File: src/rtl/pipeline_hazard_controller.sv
// Hazard controller for a five-stage in-order pipeline: load-use stall, taken-branch flush, data-memory wait freeze.
// Optional build macro HAZARD_PERF_CNT_EN adds saturating Stall_Count / Flush_Count outputs.
module pipeline_hazard_controller (
    input  logic        clk,
    input  logic        reset,
    input  logic [4:0]  IF_ID_Rs1,
    input  logic [4:0]  IF_ID_Rs2,
    input  logic [4:0]  ID_EX_Rd,
    input  logic        ID_EX_MemRead,
    input  logic        Branch_Taken,
    input  logic        Mem_Busy,
    output logic        PC_Write,
    output logic        IF_ID_Write,
    output logic        IF_ID_Flush,
    output logic        ID_EX_Flush,
    output logic        Pipe_Freeze,
`ifdef HAZARD_PERF_CNT_EN
    output logic [15:0] Stall_Count,
    output logic [15:0] Flush_Count,
`endif
    output logic [1:0]  State
);

    typedef enum logic [1:0] {
        RUN      = 2'b00,
        LU_STALL = 2'b01,
        FLUSH    = 2'b10,
        MEM_WAIT = 2'b11
    } state_t;

    state_t r_state;
    state_t w_next_state;
    logic   w_load_use;

    // rd==x0 never carries a real dependency, so it must not stall.
    assign w_load_use = ID_EX_MemRead && (ID_EX_Rd != 5'd0) &&
                        ((ID_EX_Rd == IF_ID_Rs1) || (ID_EX_Rd == IF_ID_Rs2));

    // NOTE: sequential state uses non-blocking (<=) so every register samples pre-edge values.
    always_ff @(posedge clk or posedge reset) begin
        if (reset) begin
            r_state <= RUN;
        end else begin
            r_state <= w_next_state;
        end
    end

    // NOTE: every output gets a default first, so no path through the case infers a latch.
    always_comb begin
        w_next_state = RUN;
        PC_Write     = 1'b1;
        IF_ID_Write  = 1'b1;
        IF_ID_Flush  = 1'b0;
        ID_EX_Flush  = 1'b0;
        Pipe_Freeze  = 1'b0;

        // Reset forces defaults combinationally, so outputs recover without waiting for clk.
        if (!reset) begin
            case (r_state)
                MEM_WAIT: begin
                    // Execute is frozen; branch and load-use get re-raised once it moves.
                    if (Mem_Busy) begin
                        PC_Write     = 1'b0;
                        IF_ID_Write  = 1'b0;
                        Pipe_Freeze  = 1'b1;
                        w_next_state = MEM_WAIT;
                    end
                end
                default: begin
                    if (Mem_Busy) begin
                        PC_Write     = 1'b0;
                        IF_ID_Write  = 1'b0;
                        Pipe_Freeze  = 1'b1;
                        w_next_state = MEM_WAIT;
                    end else if (Branch_Taken) begin
                        IF_ID_Flush  = 1'b1;
                        ID_EX_Flush  = 1'b1;
                        w_next_state = FLUSH;
                    end else if (w_load_use) begin
                        PC_Write     = 1'b0;
                        IF_ID_Write  = 1'b0;
                        ID_EX_Flush  = 1'b1;
                        w_next_state = LU_STALL;
                    end
                end
            endcase
        end
    end

    assign State = r_state;

`ifdef HAZARD_PERF_CNT_EN
    logic [15:0] r_stall_count;
    logic [15:0] r_flush_count;

    always_ff @(posedge clk or posedge reset) begin
        if (reset) begin
            r_stall_count <= 16'd0;
            r_flush_count <= 16'd0;
        end else begin
            if (!PC_Write && (r_stall_count != 16'hFFFF)) begin
                r_stall_count <= r_stall_count + 16'd1;
            end
            if (IF_ID_Flush && (r_flush_count != 16'hFFFF)) begin
                r_flush_count <= r_flush_count + 16'd1;
            end
        end
    end

    assign Stall_Count = r_stall_count;
    assign Flush_Count = r_flush_count;
`endif

endmodule

File: config.mk
export PLATFORM = sky130hd
export DESIGN_NAME = pipeline_hazard_controller
export DESIGN_NICKNAME = d
export VERILOG_FILES = /design/src/rtl/pipeline_hazard_controller.sv
export SDC_FILE = /design/constraint.sdc
export NUM_CORES = 1
export LEC_CHECK = 0
export ABC_AREA = 1
export CAP_MARGIN = 20
export CORE_AREA = 8 8 45 47
export DETAILED_ROUTE_END_ITERATION = 12
export DIE_AREA = 0 0 53 55
export PLACE_DENSITY_LB_ADDON = 0.15
export SLEW_MARGIN = 0
export SYNTH_ARGS = -nofsm -noshare
export SYNTH_HDL_FRONTEND = slang
export SYNTH_SLANG_ARGS = --single-unit
File: constraint.sdc
create_clock -name clk -period 0.9 [get_ports clk]
set_input_delay 0.09 -clock clk [delete_from_list [all_inputs] [get_ports clk]]
set_output_delay 0.09 -clock clk [all_outputs]
set_load 0.05 [all_outputs]
Word-level counts from Yosys, hierarchy flattened. Index checks and enable logic that the tools add are counted.

Flip-flop bits (word level): 2. Input port bits: 20. Output and inout port bits: 7. Word-level logic and storage cells: 31.

Equality and inequality tests: 3. Muxes and demuxes: 23. Reductions and logical operators: 4.

Operator list (count): two-way mux 1 bit (18); == test 5 bit (2); two-way mux 2 bit (5); nonzero test 5 bit (1); == test 2 bit (second input constant) (1); logical AND 1 bit (2); logical OR 1 bit (1).

Longest topological paths before layout.
Depth in word-level cells: 8. Depth in mapped cells: 10. Gate-level depth less buffers: 9.

Worst setup path before layout. Ideal clock, no wire load.

Path type: reg2out. From: register r_state[0] (netlist: State[0]). To: output ID_EX_Flush. Arrival time: 1.529 ns. Required time: 0.810 ns. Setup slack: -0.719 ns. Stages on the path, launching flop included: 4. Path buffers: 0. Path through: dfrtp_1 > nand2_1 > nand3_1 > o21ai_1.

Cells in the longest elaborated chain, start to end: 3.

RTL lines: start: declaration (line 31) `state_t r_state;`; start signal: assignment (line 44) `r_state <= w_next_state;`; == test 2 bit (line 59) `case (r_state)`; two-way mux 1 bit (line 59); two-way mux 1 bit (line 58) `if (!reset) begin`; end: declaration (line 15) `output logic ID_EX_Flush,`.

Every way passes these cells.

Worst setup path in the final report. Ends and elaborated chain as after synthesis.

==> impl_metrics.csv <==
group,metric,value,unit
layout,largest_register_ffs,2,
detailed_routing,wirelength,1178,um
setup_path,r2r_end,"State[1]",
setup_path,crit_type,"reg -> out",
clocking,htreeDepth,1,
setup_path,required,0.81,ns
floorplan,fp.dieArea,2915,um2
layout,fin_area,838.3,um2
detailed_routing,viasPerCell,4.114,
timing,hold_viol,0,
floorplan,fp.coreArea,1384,um2
detailed_routing,drtAntennaViolNets,0,
setup_path,r2r_slack,-0.27,ns
synth,ys_seq_area_frac,0.1504,
layout,seqCellArea,52.55,um2
timing,worst_pin_slew,0.1807,ns
placement,io_buffers,26,
placement,placed_cell_area,757.0,um2
setup_path,start_kind,"register",
detailed_routing,routed-via-count,506,
detailed_routing,wl_per_cell,9.577,um
layout,areaGrowthSynthToFinish,151.9,%
placement,place_hpwl,914,um
setup_path,reg2reg_depth,7,
setup_path,crit_chain,"nand2_4, buf_4, nand3_4, o21ai_4, buf_12",
power,power,693.9,uW
clocking,clock-root-buffer,"clkbuf_4",
clocking,clk_pin_slew,0.03,ns
global_routing,antenna_found_initial,0,
synth,syn-cell-area,332.8,um2
floorplan,initial_core_util,0.2405,
status,status,"finished with violations",
layout,fin_nets,129,
layout,num_antenna_cells,0,
global_routing,globalRouteOverflowTotal,0,
setup_path,end_kind,"output port",
timing,fmaxAchievable,764.1,MHz
power,leakage,0.4732,nW
min_path,hold_path_class,"in -> async",
synth,ys_ff_latch,2,
clocking,clk_path_buf_depth,2,
clocking,hold_buffers,0,
placement,gp_congestion,0.7122,
global_routing,grt_pass1_wl,1980,um
power,p_per_area,827.7,nW/um2
floorplan,die_w,53,um
synth,yosysWarnings,0,
timing,setup-tns-final,-2.169,ns
detailed_routing,drt_iter0_markers,3,
timing,timing.final.ws_setup,-0.4087,ns
power,vdd.ir_drop.worst,0.3985,mV
timing,finalClockSkew,0.005170,ns
floorplan,dieHeight,55,um
placement,dpl_worst_slack,-0.5964,ns
synth,syn-instance-count,68,
global_routing,grt_pass1_vias,499,
floorplan,boundaryPins,27,
global_routing,grt_max_degree,5,
setup_path,worstPathMaxFanout,3,
layout,fill_cells,139,
setup_path,critical-path-slowest-cell,"dfrtp_2",
timing,period_minus_slack,1.309,ns
synth,postSynthAreaPerCell,4.894,um2
global_routing,grt_use_total,0.09061,
clocking,cts_buffers,3,
clocking,cts_tree,"yes",
floorplan,core.rowCount,14,
setup_path,worstPathArrival,1.22,ns
status,violations,"setup timing",
timing,rsz0062_at_grt,"yes",
timing,slew_viol_final,0,
detailed_routing,drc,0,
detailed_routing,drtPass1Iterations,4,
timing,finalCritPeriodShare,1.454,
clocking,clk_latency,0.22,ns
timing,finalSetupViolCount,7,
clocking,clock-sinks,2,
layout,final_layout_size_suffix_gt1_frac,0.3738,
setup_path,r2r_start,"State[0]",
synth,synth_fp_nets,88,
job,cap_violations,0,
timing,max_slew_margin,0.8792,
synth,synth.distinct_cells,13,
layout,multi_input_area,271.5,um2
setup_path,critPathMaxStageDelay,0.41,ns
-- cell families after synthesis --
logic type | synth area share
AND/OR/NAND/NOR | 0.5414
buffers and inverters | 0.2256
AO/OA/AOI/OAI | 0.03005
XOR/XNOR | 0.05264
flip-flops | 0.1504
-- cells in the mapped netlist --
cell	count	area, um2
buf_4	1	7.510
dfrtp_1	2	50.05
inv_1	13	48.80
inv_2	5	18.77
nand2_1	25	93.84
nand2_2	2	12.51
nand3_1	4	20.02
nand3_2	1	10.01
nand4_1	1	6.260
nor2_1	10	37.54
o21ai_0	1	5.000
o21ai_1	1	5.000
xnor2_1	2	17.52
-- layer usage --
metal  vias to the layer above  track usage  part of all wire
met4                         0      0.05172                 0
met5                         -            0                 0
met2                        17       0.1621              0.56
li1                        272            -                 -
met1                       217      0.09091              0.36
met3                         0      0.02941             0.084
-- metrics by stage --
step | hold WS (ns) | cells | util
global route | 0.1402 | 123 | 0.6058
floorplan | -0.1519 | 68 | -
finish | 0.09706 | 123 | 0.6058
global placement | 0.4200 | 116 | 0.5470
detailed placement | 0.4189 | 116 | 0.5470
CTS | 0.07064 | 122 | 0.5986
-- cell type report --
cell class	count	area share
inverter	18	0.08657
sequential	2	0.06269
multi-input combinational	47	0.3239
tap	16	0.02388
clock buffer	3	0.02687
timing repair buffer	37	0.4761
-- critical path: cells and delay by family (launching register included) --
kind / cells / cell delay, ns
buffers and inverters: 2 / 0.26
flip-flops: 1 / 0.41
AO/OA/AOI/OAI: 1 / 0.16
AND/OR/NAND/NOR: 2 / 0.17
-- placed cells by master (no fill, tap or decap), types with 3 or more instances in the layout --
cell	netlist	routed
inv_1	13	13
buf_4	1	9
nor2_1	10	6
inv_2	5	4
clkbuf_4	0	3
dlygate4sd2_1	0	17
buf_12	0	7
nand2_1	25	23
-- how the worst max path moves through the flow --
stage	start	to	slack (ns)	depth (start not counted)
2_1_floorplan	State[1]	PC_Write	-0.37	7
3_3_place_gp	ID_EX_Rd[4]	PC_Write	-0.59	11
3_5_place_dp	ID_EX_Rd[4]	PC_Write	-0.60	11
4_1_cts	State[0]	PC_Write	-0.44	7
5_1_grt	State[0]	PC_Write	-0.48	7
6_report	State[0]	ID_EX_Flush	-0.41	5
-- power breakdown --
group | internal (mW) | switching, mW
Sequential | 0.0982 | 0.00665
Clock | 0.147 | 0.0488
Combinational | 0.199 | 0.194
-- timing repair --
| action | CTS | global route |
|---|---|---|
| setup buffers | 3 | 1 |
| hold endpoints to repair | 0 | 0 |
| cloned | 0 | 0 |
| setup endpoints to repair | 9 | 9 |
| resized for setup | 28 | 1 |
| pin swaps | 13 | 8 |
No activity file was read; power rests on OpenSTA's default activity.
